`config.mk`:
```
export PLATFORM = sky130hd
export DESIGN_NAME = reorder_buffer_gen
export DESIGN_NICKNAME = d
export VERILOG_FILES = /design/src/rtl/reorder_buffer_gen.sv
export SDC_FILE = /design/constraint.sdc
export NUM_CORES = 2
export LEC_CHECK = 0
export CORE_UTILIZATION = 55
export CTS_BUF_LIST = sky130_fd_sc_hd__clkbuf_8
export CTS_CLUSTER_SIZE = 28
export DETAILED_ROUTE_END_ITERATION = 10
export GPL_TIMING_DRIVEN = 1
export HOLD_SLACK_MARGIN = 0.12
export MAX_ROUTING_LAYER = met4
export PLACE_DENSITY = 0.76
export REMOVE_ABC_BUFFERS = 1
export SYNTH_ARGS = -nofsm -noshare
export SYNTH_HDL_FRONTEND = slang
export SYNTH_SLANG_ARGS = --single-unit
```
`constraint.sdc`:
```
create_clock -name i_clk -period 6.1 [get_ports i_clk]
set_input_delay 0.915 -clock i_clk [delete_from_list [all_inputs] [get_ports i_clk]]
set_output_delay 0.915 -clock i_clk [all_outputs]
set_load 0.005 [all_outputs]
```
`src/rtl/reorder_buffer_gen.sv`:
```
// ---------------------------------------------------------------------------
// reorder_buffer_gen
//
// Parametrised in-order-commit reorder buffer for the multi-lane MIPS
// pipeline. Fetch allocates one entry per cycle at the tail, NWB writeback
// lanes complete entries out of order, and the head commits in order either
// to the register bank or to the store path. A head entry that carries an
// exception flushes the whole buffer.
//
// Parameters:
//   IDX_W - entry index width, DEPTH = 2**IDX_W entries
//   NWB   - number of writeback lanes
//   DW    - data / address / pc width
//   RW    - register selector width
//
// Ports:
//   i_clk        clock, rising edge
//   i_rst_n      asynchronous active-low reset
//   i_alloc      fetch requests an entry this cycle
//   o_tail_out   index handed to the allocating instruction
//   o_stall      buffer full, allocation ignored
//   i_wb_valid   per-lane completion strobe
//   i_wb_idx     per-lane entry index   (lane i at [i*IDX_W +: IDX_W])
//   i_wb_pc      per-lane instruction pc (lane i at [i*DW +: DW])
//   i_wb_rd      per-lane destination register
//   i_wb_val     per-lane result or store data
//   i_wb_we      per-lane "writes a register"
//   i_wb_store   per-lane "is a store"
//   i_wb_addr    per-lane store address
//   i_wb_ex      per-lane "raised an exception"
//   o_we         register-bank write enable
//   o_rd_out     register-bank destination
//   o_val_out    register write data or store data
//   o_store_out  head is a completed store waiting for the store path
//   o_addr_out   store address
//   i_store_ack  store path accepted the store this cycle
//   o_exc        head committing with exception (one cycle)
//   o_exc_pc     pc of the head entry
//   o_count_out  number of occupied entries (0..DEPTH)
// ---------------------------------------------------------------------------
module reorder_buffer_gen #(
    parameter int IDX_W = 3,
    parameter int NWB   = 3,
    parameter int DW    = 32,
    parameter int RW    = 5
) (
    input  logic                 i_clk,
    input  logic                 i_rst_n,
    input  logic                 i_alloc,
    output logic [IDX_W-1:0]     o_tail_out,
    output logic                 o_stall,
    input  logic [NWB-1:0]       i_wb_valid,
    input  logic [NWB*IDX_W-1:0] i_wb_idx,
    input  logic [NWB*DW-1:0]    i_wb_pc,
    input  logic [NWB*RW-1:0]    i_wb_rd,
    input  logic [NWB*DW-1:0]    i_wb_val,
    input  logic [NWB-1:0]       i_wb_we,
    input  logic [NWB-1:0]       i_wb_store,
    input  logic [NWB*DW-1:0]    i_wb_addr,
    input  logic [NWB-1:0]       i_wb_ex,
    output logic                 o_we,
    output logic [RW-1:0]        o_rd_out,
    output logic [DW-1:0]        o_val_out,
    output logic                 o_store_out,
    output logic [DW-1:0]        o_addr_out,
    input  logic                 i_store_ack,
    output logic                 o_exc,
    output logic [DW-1:0]        o_exc_pc,
    output logic [IDX_W:0]       o_count_out
);

    localparam int             DEPTH = 1 << IDX_W;
    localparam logic [IDX_W:0] FULL  = (IDX_W+1)'(DEPTH);

    // Per-entry state
    logic [DEPTH-1:0] r_valid;
    logic [DEPTH-1:0] r_done;
    logic [DEPTH-1:0] r_we;
    logic [DEPTH-1:0] r_store;
    logic [DEPTH-1:0] r_ex;
    logic [DW-1:0]    r_pc   [DEPTH];
    logic [DW-1:0]    r_val  [DEPTH];
    logic [DW-1:0]    r_addr [DEPTH];
    logic [RW-1:0]    r_rd   [DEPTH];

    logic [IDX_W-1:0] r_head;
    logic [IDX_W-1:0] r_tail;
    logic [IDX_W:0]   r_count;

    // Per-entry writeback selection
    logic [DEPTH-1:0] w_wb_hit;
    logic [DEPTH-1:0] w_wb_we;
    logic [DEPTH-1:0] w_wb_store;
    logic [DEPTH-1:0] w_wb_ex;
    logic [DW-1:0]    w_wb_pc   [DEPTH];
    logic [DW-1:0]    w_wb_val  [DEPTH];
    logic [DW-1:0]    w_wb_addr [DEPTH];
    logic [RW-1:0]    w_wb_rd   [DEPTH];

    // Head / control
    logic w_hv;
    logic w_exc;
    logic w_advance;
    logic w_accept;

    // For every entry, pick the writeback lane that targets it. Lanes are
    // scanned from the highest number down so the lowest-numbered matching
    // lane is the last assignment and wins a same-index collision. Entries
    // that are not currently allocated never take a writeback.
    always_comb begin
        for (int e = 0; e < DEPTH; e++) begin
            w_wb_hit[e]   = 1'b0;
            w_wb_we[e]    = 1'b0;
            w_wb_store[e] = 1'b0;
            w_wb_ex[e]    = 1'b0;
            w_wb_pc[e]    = '0;
            w_wb_val[e]   = '0;
            w_wb_addr[e]  = '0;
            w_wb_rd[e]    = '0;
            for (int l = NWB - 1; l >= 0; l--) begin
                if (i_wb_valid[l] && r_valid[e] &&
                    (i_wb_idx[l*IDX_W +: IDX_W] == IDX_W'(e))) begin
                    w_wb_hit[e]   = 1'b1;
                    w_wb_we[e]    = i_wb_we[l];
                    w_wb_store[e] = i_wb_store[l];
                    w_wb_ex[e]    = i_wb_ex[l];
                    w_wb_pc[e]    = i_wb_pc[l*DW +: DW];
                    w_wb_val[e]   = i_wb_val[l*DW +: DW];
                    w_wb_addr[e]  = i_wb_addr[l*DW +: DW];
                    w_wb_rd[e]    = i_wb_rd[l*RW +: RW];
                end
            end
        end
    end

    // The head is committable once it is both allocated and completed. An
    // exception at the head takes priority over any advance; a store only
    // leaves the head once the store path has acknowledged it. Allocation
    // looks only at the registered count, so a commit in the same cycle
    // cannot free a slot for it.
    assign w_hv      = r_valid[r_head] & r_done[r_head];
    assign w_exc     = w_hv & r_ex[r_head];
    assign w_advance = w_hv & ~r_ex[r_head] & (~r_store[r_head] | i_store_ack);
    assign w_accept  = i_alloc & ~o_stall;

    assign o_stall     = (r_count == FULL);
    assign o_tail_out  = r_tail;
    assign o_count_out = r_count;

    // Commit-side outputs are driven straight from the head entry and are
    // forced to zero whenever the head is not committable, so an empty or
    // waiting buffer presents a quiet interface.
    assign o_exc       = w_exc;
    assign o_exc_pc    = w_hv ? r_pc[r_head]   : '0;
    assign o_we        = w_hv & r_we[r_head] & ~r_ex[r_head] & ~r_store[r_head];
    assign o_store_out = w_hv & r_store[r_head] & ~r_ex[r_head];
    assign o_rd_out    = w_hv ? r_rd[r_head]   : '0;
    assign o_val_out   = w_hv ? r_val[r_head]  : '0;
    assign o_addr_out  = w_hv ? r_addr[r_head] : '0;

    // Main state update. An exception at the head wipes the buffer and
    // discards everything else arriving in that cycle. Otherwise the order
    // of the statements matters: writebacks are applied first, then the
    // tail allocation, then the head retirement, so that a retiring entry
    // is always left invalid even if a lane wrote it in the same cycle.
    always_ff @(posedge i_clk or negedge i_rst_n) begin
        if (!i_rst_n) begin
            r_valid <= '0;
            r_done  <= '0;
            r_we    <= '0;
            r_store <= '0;
            r_ex    <= '0;
            for (int e = 0; e < DEPTH; e++) begin
                r_pc[e]   <= '0;
                r_val[e]  <= '0;
                r_addr[e] <= '0;
                r_rd[e]   <= '0;
            end
            r_head  <= '0;
            r_tail  <= '0;
            r_count <= '0;
        end else if (w_exc) begin
            r_valid <= '0;
            r_done  <= '0;
            r_head  <= '0;
            r_tail  <= '0;
            r_count <= '0;
        end else begin
            for (int e = 0; e < DEPTH; e++) begin
                if (w_wb_hit[e]) begin
                    r_done[e]  <= 1'b1;
                    r_we[e]    <= w_wb_we[e];
                    r_store[e] <= w_wb_store[e];
                    r_ex[e]    <= w_wb_ex[e];
                    r_pc[e]    <= w_wb_pc[e];
                    r_val[e]   <= w_wb_val[e];
                    r_addr[e]  <= w_wb_addr[e];
                    r_rd[e]    <= w_wb_rd[e];
                end
            end
            if (w_accept) begin
                r_valid[r_tail] <= 1'b1;
                r_done[r_tail]  <= 1'b0;
                r_tail          <= r_tail + IDX_W'(1);
            end
            if (w_advance) begin
                r_valid[r_head] <= 1'b0;
                r_done[r_head]  <= 1'b0;
                r_head          <= r_head + IDX_W'(1);
            end
            r_count <= r_count + (IDX_W+1)'(w_accept) - (IDX_W+1)'(w_advance);
        end
    end

endmodule

```
==> results.toml <==
[run]
max_cap_viol_count = 0

[routing]
met2_length_um = 94900
drtIter0Drc = 10282
vias = 54558
routedWlPerCell_um = 32.6
wirelength_met1_um = 77800
routed_via_density = 7.83
drc = 0
ant_nets = 0
dr_wl_met3_um = 38000
firstDrtPassIters = 8
wl_um = 227000
top_layer = "met4"

[hold_path]
hp-class = "reg -> reg"
min_path_cells = 2

[final_layout]
drive_gt1_share_pct = 6.95
finish.utilization_pct = 63.3
nets = 5981
fill_cells = 7536
area_growth_pct = 13.9

[clocking]
cts_buffer_depth = 3
cts_setup_buffers = 0
cts_tree = "built"
cts-root-buf = "clkbuf_8"
cts_sinks = 858
cts_buffers = 153
htree_levels = 4
clk_pin_slew_ns = 0.06
clk_latency_ns = 0.89

[global_route]
grt_max_degree = 209
grt.total_usage_pct = 49.2
grt_antenna_before_repair = 35
grt_pass1_wl_um = 335000
overflow = 0
grt_pass1_vias = 51844

[timing]
slew_headroom_pct = 11.0
fin_crit_sh_pct = 99.0
tightestPinTransition_ns = 1.33
maxSlewViolCount = 0
rsz0062_at_grt = "false"
timing.final.crit_period_ns = 6.04
setup_viol_count_final = 0
finalClockSkew_ns = 0.0368
finalHoldViolCount = 0
timing.final.ws_setup_ns = 0.0599
fmax_mhz = 166

[synth]
ys_ff_latch = 858
yosysWarningCount = 0
synth_edf_count = 0
synth.cell_area_um2 = 50100
synth_flop_cell = "dfrtp_1"
ys_seq_area_share_pct = 42.9
synth_most_common_cell = "o21ai_0"
synth_area_leaders = "dfrtp_1 43%, a221o_1 17%, o21ai_0 15%, nand2_1 6.4%, clkbuf_1 4.1%"
synth.avg_cell_area_um2 = 8.64
synth_cells = 5797
synthArstFlopShare_pct = 100
synth_top_cell_area_share_pct = 42.9
yosys-top-cells-count = "1484 x o21ai_0, 858 x dfrtp_1, 849 x nand2_1"
synth.distinct_cells = 49
yosysTopAreaCell = "dfrtp_1"

[place]
pre_cts_ws_ns = 1.07
post-dp-hpwl_um = 115000
port_buffers = 439
gp_congestion = 0.924

[floorplanning]
num_rows = 110
boundaryPins = 440
die_h_um = 304
start_util_pct = 55.6
core_um2 = 90100
die_area_um2 = 92300
die_w_um = 304

[worst_setup_path]
end_kind = "primary output"
required_ns = 5.18
start_kind = "register"
path_cells = "nor2b_1 > nand2_4 > buf_4 > o22a_1 > o221ai_1 > nor4_1 > clkdlybuf4s50_1"
crit_type = "reg -> out"
crit_path_top_delay_cell = "nor4_1"
rr_worst_depth = 13
slowest_delay_ns = 0.95
cp_max_fo = 39
cp.arrival_ns = 5.13

[power_and_ir_drop]
p_leak_nw = 22.6
powerDensity_nw_per_um2 = 387
worst_ir_drop_vdd_mv = 0.373
p_total_mw = 22.1

[outcome]
status = "finished clean"
[layer usage]
layer	GRT usage, %	vias to the layer above
met2	68.6	5730
met3	17.2	1437
li1	-	21940
met1	60.6	25451
met5	-	-
met4	31.0	0
[kinds of logic after synthesis]
logic type | synth area share (%)
AOI/OAI and AO/OA | 40.1
and+or+nand+nor | 9.19
buffers and inverters | 7.30
DFF | 42.9
muxes | 0.247
adders and majority gates | 0.215
xor gates and xnor gates | 0.0700
[state kept, by name, summed over array words and instances, names as in the netlist]
| signal | flops |
|---|---|
| r_ex | 8 |
| r_we | 8 |
| r_valid | 8 |
| r_addr | 256 |
| r_rd | 40 |
| o_tail_out | 3 |
| r_done | 8 |
| r_pc | 256 |
| r_val | 256 |
| r_head | 3 |
| o_count_out | 4 |
| r_store | 8 |
[where the power goes]
group	leakage [nW]	switching, mW	internal, mW	total [mW]
clock network	1.74	2.58	2.85	5.44
logic	9.02	5.45	3.48	8.93
registers	11.8	0.842	6.84	7.69
[area by class of cell]
class / count / area [um2] / share of cell area, %
well taps: 1176 / 1470 / 2.58
inverters: 9 / 33.8 / 0.0592
repair buffers: 557 / 5710 / 10.0
flip-flops and latches: 858 / 21500 / 37.6
clock buffers: 195 / 2680 / 4.70
multi-input cells: 4066 / 25300 / 44.3
diodes: 38 / 95.1 / 0.167
clock inverters: 73 / 325 / 0.570
[final timing paths]
check,from,end,slack (ns)
max in group asynchronous,i_rst_n,r_val[226]$_DFFE_PN0P_,3.89
max reg2reg,r_head[1]$_DFFE_PN0P_,o_count_out[3]$_DFF_PN0_,2.19
min,r_addr[44]$_DFFE_PN0P_,r_addr[44]$_DFFE_PN0P_,0.48
max,r_head[0]$_DFFE_PN0P_,o_addr_out[10],0.06
min reg2reg,r_addr[44]$_DFFE_PN0P_,r_addr[44]$_DFFE_PN0P_,0.48
min in group asynchronous,i_rst_n,o_count_out[1]$_DFF_PN0_,0.70
[through the flow]
step | instance area, um2 | hold slack [ns] | TNS [ns] | cells
6_report | 57000 | 0.480 | 0 | 6972
5_1_grt | 57000 | 0.498 | 0 | 6969
4_1_cts | 56900 | 0.482 | 0 | 6934
3_5_place_dp | 53900 | 0.470 | 0 | 6665
3_3_place_gp | 53900 | 0.458 | 0 | 6665
2_1_floorplan | 46500 | 0.442 | -357.13 | 4933
[cell usage in the layout, fill, tap and decap left out, types with 2 or more instances in the layout]
master	count
nand2_1	842
nand3_1	23
buf_12	34
clkinv_2	14
o22ai_1	229
xor2_1	2
diode_2	38
o21ai_2	7
clkinvlp_4	7
o21ai_1	189
inv_1	59
buf_4	83
mux2i_1	9
nand2_4	7
o22a_1	89
nor4_1	87
a221o_1	832
ha_1	7
and4_4	4
clkdlybuf4s50_1	438
a31oi_1	4
and3_4	12
nor2_1	28
nand4_1	10
o21ai_0	1484
dfrtp_1	857
nor2b_1	17
a211oi_1	3
o31ai_4	9
a22oi_1	2
nor3_1	25
nand3_4	8
nand3b_1	3
clkbuf_8	195
o221ai_1	88
nor2_4	8
xnor2_1	2
or4_1	13
a21oi_1	7
[critical path: cells and delay by family, from the launching register on]
kind / cells / cell delay [ns]
and+or+nand+nor: 3 / 1.98
buffers and inverters: 2 / 1.07
DFF: 1 / 0.90
AOI/OAI and AO/OA: 2 / 0.29
[repair_timing]
action	4_1_cts	5_1_grt
endpoints found under the setup margin	0	3
hold buffers	1	0
resized for setup	0	2
hold endpoints to repair	1	0
Power figures use the tool's default switching activity.
